<file path="config.mk">
export PLATFORM = sky130hd
export DESIGN_NAME = nibble_serial_addsub_seq
export DESIGN_NICKNAME = d
export VERILOG_FILES = /design/src/rtl/nibble_serial_addsub_seq.sv
export SDC_FILE = /design/constraint.sdc
export NUM_CORES = 1
export LEC_CHECK = 0
export BUFFER_PORTS_ARGS = -buffer_cell sky130_fd_sc_hd__clkbuf_2
export CORE_UTILIZATION = 57
export CTS_CLUSTER_SIZE = 28
export DETAILED_ROUTE_END_ITERATION = 8
export HOLD_SLACK_MARGIN = 0.12
export PLACE_DENSITY = 0.9
export SYNTH_ARGS = -nofsm -noshare
export SYNTH_HDL_FRONTEND = slang
export SYNTH_SLANG_ARGS = --single-unit
export TNS_END_PERCENT = 20
</file>
<file path="constraint.sdc">
create_clock -name clk -period 6.6 [get_ports clk]
set_input_delay 0.66 -clock clk [delete_from_list [all_inputs] [get_ports clk]]
set_output_delay 0.66 -clock clk [all_outputs]
set_load 0.02 [all_outputs]
</file>
<file path="src/rtl/nibble_serial_addsub_seq.sv">
// Nibble-serial add/subtract: one 4-bit carry-lookahead slice is reused over WIDTH/4 clocks.
// Define OVF_FLAG_EN to add the signed-overflow output port ovf.

module nibble_serial_addsub_cla4 (
    input  logic [3:0] a_i,
    input  logic [3:0] b_i,
    input  logic       cin_i,
    output logic [3:0] sum_o,
    output logic       c3_o,
    output logic       cout_o
);
    logic [3:0] p;
    logic [3:0] g;
    logic [4:0] c;

    assign p = a_i ^ b_i;
    assign g = a_i & b_i;

    // Each carry is a flat two-level expression of the generate/propagate terms.
    assign c[0] = cin_i;
    assign c[1] = g[0] | (p[0] & c[0]);
    assign c[2] = g[1] | (p[1] & g[0]) | (p[1] & p[0] & c[0]);
    assign c[3] = g[2] | (p[2] & g[1]) | (p[2] & p[1] & g[0]) | (p[2] & p[1] & p[0] & c[0]);
    assign c[4] = g[3] | (p[3] & g[2]) | (p[3] & p[2] & g[1]) | (p[3] & p[2] & p[1] & g[0])
                | (p[3] & p[2] & p[1] & p[0] & c[0]);

    assign sum_o  = p ^ c[3:0];
    assign c3_o   = c[3];
    assign cout_o = c[4];
endmodule

module nibble_serial_addsub_seq #(
    parameter int WIDTH = 16
) (
    input  logic             clk,
    input  logic             rst_n,
    input  logic             start_valid,
    output logic             start_ready,
    input  logic             op_sub,
    input  logic [WIDTH-1:0] a,
    input  logic [WIDTH-1:0] b,
    output logic             res_valid,
    input  logic             res_ready,
    output logic [WIDTH-1:0] res,
    output logic             cout,
    output logic             busy
`ifdef OVF_FLAG_EN
    ,
    output logic             ovf
`endif
);
    localparam int NIB = WIDTH / 4;
    localparam int CW  = (NIB > 1) ? $clog2(NIB) : 1;
    localparam logic [CW-1:0] LAST_NIB = CW'(NIB - 1);

    typedef enum logic [1:0] {
        IDLE,
        RUN,
        DONE
    } state_t;

    state_t           state_q;
    logic [CW-1:0]    nib_cnt_q;
    logic [WIDTH-1:0] a_q;
    logic [WIDTH-1:0] b_q;
    logic             op_sub_q;
    logic             carry_q;
    logic [WIDTH-1:0] res_q;
    logic [WIDTH-1:0] res_d;
    logic             cout_q;
    logic             ovf_q;
    logic             res_valid_q;
    logic             busy_q;
    logic             start_ready_q;

    logic [3:0] a_nib;
    logic [3:0] b_nib;
    logic [3:0] sum_nib;
    logic       slice_c3;
    logic       slice_c4;

    // NOTE: every always_comb output gets a default first so no path can infer a latch.
    always_comb begin
        a_nib = '0;
        b_nib = '0;
        for (int k = 0; k < NIB; k++) begin
            if (nib_cnt_q == CW'(k)) begin
                a_nib = a_q[4*k +: 4];
                b_nib = b_q[4*k +: 4];
            end
        end
        if (op_sub_q) begin
            b_nib = ~b_nib;
        end
    end

    nibble_serial_addsub_cla4 u_slice (
        .a_i    (a_nib),
        .b_i    (b_nib),
        .cin_i  (carry_q),
        .sum_o  (sum_nib),
        .c3_o   (slice_c3),
        .cout_o (slice_c4)
    );

    always_comb begin
        res_d = res_q;
        for (int k = 0; k < NIB; k++) begin
            if (nib_cnt_q == CW'(k)) begin
                res_d[4*k +: 4] = sum_nib;
            end
        end
    end

    // NOTE: sequential state uses non-blocking assignments so every flop samples pre-edge values.
    always_ff @(posedge clk) begin
        if (!rst_n) begin
            // NOTE: a_q/b_q/op_sub_q are pure datapath and reloaded at every accept, so they carry no reset.
            state_q       <= IDLE;
            nib_cnt_q     <= '0;
            carry_q       <= 1'b0;
            res_q         <= '0;
            cout_q        <= 1'b0;
            ovf_q         <= 1'b0;
            res_valid_q   <= 1'b0;
            busy_q        <= 1'b0;
            start_ready_q <= 1'b1;
        end else begin
            case (state_q)
                IDLE: begin
                    if (start_valid && start_ready_q) begin
                        a_q           <= a;
                        b_q           <= b;
                        op_sub_q      <= op_sub;
                        carry_q       <= op_sub;  // subtraction is a + ~b + 1
                        nib_cnt_q     <= '0;
                        state_q       <= RUN;
                        start_ready_q <= 1'b0;
                        busy_q        <= 1'b1;
                    end
                end
                RUN: begin
                    res_q   <= res_d;
                    carry_q <= slice_c4;
                    if (nib_cnt_q == LAST_NIB) begin
                        state_q     <= DONE;
                        res_valid_q <= 1'b1;
                        cout_q      <= slice_c4 ^ op_sub_q;
                        ovf_q       <= slice_c3 ^ slice_c4;
                    end else begin
                        nib_cnt_q <= nib_cnt_q + 1'b1;
                    end
                end
                DONE: begin
                    if (res_ready) begin
                        state_q       <= IDLE;
                        res_valid_q   <= 1'b0;
                        busy_q        <= 1'b0;
                        start_ready_q <= 1'b1;
                    end
                end
                default: state_q <= IDLE;
            endcase
        end
    end

    assign start_ready = start_ready_q;
    assign res_valid   = res_valid_q;
    assign res         = res_q;
    assign cout        = cout_q;
    assign busy        = busy_q;
`ifdef OVF_FLAG_EN
    assign ovf         = ovf_q;
`else
    logic unused_ovf;
    assign unused_ovf  = ovf_q ^ slice_c3;
`endif
endmodule

</file>
==> run_results.csv <==
group,metric,value,unit
setup_path,cp_max_fo,15,
clock_network,postCtsSetupBuffers,0,
yosys,dominantRegCellSynth,"edfxtp_1",
run_status,status,"finished clean",
timing,fin_crit,3.10,ns
detailed_routing,dr.first_iter.drc_count,109,
setup_path,worstPathRequired,6.85,ns
detailed_routing,num_vias,1770,
setup_path,slowest_stage,"ha_1",
clock_network,cts_root_buf,"clkbuf_8",
clock_network,clk_pin_slew,0.07,ns
layout,drive_gt1_share,29.0,%
yosys,synthCells,210,
yosys,syn-num-nets,256,
yosys,yosysTopAreaCellShare,40.1,%
setup_path,critical_path.cell_chain,"inv_1 -> ha_1 -> nor2b_4 -> a221oi_1 -> o31ai_2 -> xor2_1 -> ha_1 -> a21o_1 -> a22o_1 -> a21o_1 -> o31ai_1",
place,gp_congestion,0.819,
timing,finalClockSkew,0.00562,ns
yosys,yosysTopAreaCell,"edfxtp_1",
yosys,synth_most_common_cell,"edfxtp_1",
global_route,grt.total_usage,21.8,%
floorplan,dieArea,0.00460,mm^2
yosys,yosys_warnings,0,
layout,areaGrowthSynthToFinish,21.9,%
floorplan,core_area,0.00409,mm^2
yosys,yosys-top-cells-count,"33 x edfxtp_1, 25 x dfxtp_1, 18 x nand2_1",
timing,worst_slack,3.50,ns
floorplan,start_util,60.5,%
timing,slew_violations,0,
timing,setup_violations,0,
clock_network,cts_resized,0,
yosys,yosysUniqueCellTypes,43,
yosys,synth_seq_cells,58,
detailed_routing,wire_per_inst,13.8,um
yosys,yosysSeqAreaShare,60.3,%
yosys,synthesis.area,0.00247,mm^2
timing,max_freq,322,MHz
clock_network,clockBufferDepth,2,
layout,nNetsFinal,313,
global_route,grt_pass1_vias,1611,
timing,rsz0062_at_grt,"no",
layout,antenna_cells,0,
floorplan,rows,23,
global_route,antenna_found_initial,0,
setup_path,worstPathArrival,3.35,ns
floorplan,dieWidth,67.9,um
timing,maxSlewHeadroom,48.2,%
power_and_ir_drop,peakVddDrop,0.000266,V
clock_network,holdBufCountCts,0,
detailed_routing,drt-vias-per-instance,5.50,
detailed_routing,drt-total-wl,4440,um
global_route,grt-ovfl-total,0,
setup_path,critical_path_class,"register to register",
power_and_ir_drop,p_leak,1.19,nW
floorplan,io_pins,57,
hold_path,hp-class,"register to register",
setup_path,cp-start-kind,"register",
timing,worst_slew_pin_slew,0.777,ns
clock_network,numCtsBuffers,9,
power_and_ir_drop,power.density,310,mW/mm^2
timing,period_share,47.0,%
clock_network,insertion_delay,0.34,ns
detailed_routing,dr.pass1.iters,4,
timing,tns,0,ns
yosys,async_reset_ff_share,0,%
layout,final-instance-count-excl-fill,322,
global_route,grt_pass1_wl,6900,um
setup_path,cpPeakStageDelay,0.54,ns
yosys,syn_area_per_cell,11.8,um^2
place,dp_hpwl,3050,um
place,port_buffers,56,
timing,hold_violations,0,
job,max_cap_viol_count,0,
place,pre_cts_slack,3.57,ns
yosys,synth_edf_count,33,
yosys,synth_area_leaders,"edfxtp_1 40%, dfxtp_1 20%, ha_1 4.0%",
setup_path,crit_path_end_kind,"register",
detailed_routing,ant_nets,0,
clock_network,cts_tree,"yes",
floorplan,die_y,67.9,um
clock_network,htreeDepth,3,
global_route,grt_max_degree,34,
clock_network,cts.sinks,58,
place,placed_cells,306,
timing,whs,0.457,ns
detailed_routing,route.detailed.drc,0,
==> kinds of logic after synthesis <==
| logic type | after synthesis | share of synthesized area (%) |
|---|---|---|
| buffers and inverters | 16 | 2.78 |
| and+or+nand+nor | 66 | 14.4 |
| muxes | 1 | 0.405 |
| xor gates and xnor gates | 5 | 1.77 |
| adders and majority gates | 9 | 4.86 |
| DFF | 58 | 60.3 |
| AOI/OAI and AO/OA | 55 | 15.4 |
==> registers in the layout, summed over array words and instances, names as in the netlist <==
register     cells
a_q             16
res_valid        1
start_ready      1
op_sub_q         1
cout             1
busy             1
state_q          2
b_q             16
res             16
carry_q          1
nib_cnt_q        2
==> area by class of cell <==
cell class	instances	area [um^2]
Sequential cell	58	1490
Clock inverter	7	118
Clock buffer	9	124
Timing Repair Buffer	57	288
Multi-Input combinational cell	136	912
Inverter	5	18.8
Tap cell	50	62.6
Fill cell	290	1070
==> report_power, final <==
part / switching [mW] / leakage (nW) / internal, mW / total, mW
Combinational: 0.0794 / 0.571 / 0.0575 / 0.137
Clock: 0.138 / 0.113 / 0.250 / 0.387
Sequential: 0.00871 / 0.506 / 0.400 / 0.409
==> per-layer routing <==
| metal | wire (um) | GRT usage, % | vias to the layer above |
|---|---|---|---|
| met2 | 2160 | 35.3 | 63 |
| met3 | 273 | 10.7 | 6 |
| met1 | 1940 | 24.7 | 805 |
| met4 | 59 | 8.59 | 0 |
| met5 | 0 | 0 | - |
| li1 | - | - | 896 |
==> critical path, delay by kind of cell, from the launching register on <==
family | cells | cell delay (ns)
buffers and inverters | 1 | 0.09
AOI/OAI and AO/OA | 6 | 1.32
xor gates and xnor gates | 1 | 0.28
DFF | 1 | 0.34
and+or+nand+nor | 1 | 0.13
adders and majority gates | 2 | 0.84
==> per-stage QoR <==
stage	cell area (um^2)	util (%)	total power, mW
2_1_floorplan	2470	-	0.515
3_3_place_gp	2770	67.9	0.548
3_5_place_dp	2770	67.9	0.551
4_1_cts	3010	73.8	0.938
5_1_grt	3010	73.8	0.967
6_report	3010	73.8	0.933
==> final timing paths <==
path	start	end	slack, ns	cells past startpoint
min reg2reg	res[12]	res[12]	0.46	2
max reg2reg	nib_cnt_q[1]	res[11]	3.50	11
min	res[12]	res[12]	0.46	2
max	nib_cnt_q[1]	res[11]	3.50	11
==> cells in the final DEF (no fill, tap or decap), drive strengths merged, types with 3 or more instances in the layout <==
cell type / Yosys / final
clkinv: 1 / 3
inv: 4 / 4
a21o: 3 / 3
a221oi: 6 / 6
ha: 8 / 8
xor2: 3 / 3
nand3: 13 / 13
nor2b: 9 / 9
edfxtp: 33 / 33
a21oi: 17 / 17
clkbuf: 5 / 65
o31ai: 10 / 10
o21ai: 8 / 8
dfxtp: 25 / 25
a311oi: 3 / 3
bufinv: 0 / 3
nand2: 19 / 19
nor2: 11 / 11
(Power assumes the default switching activity.)
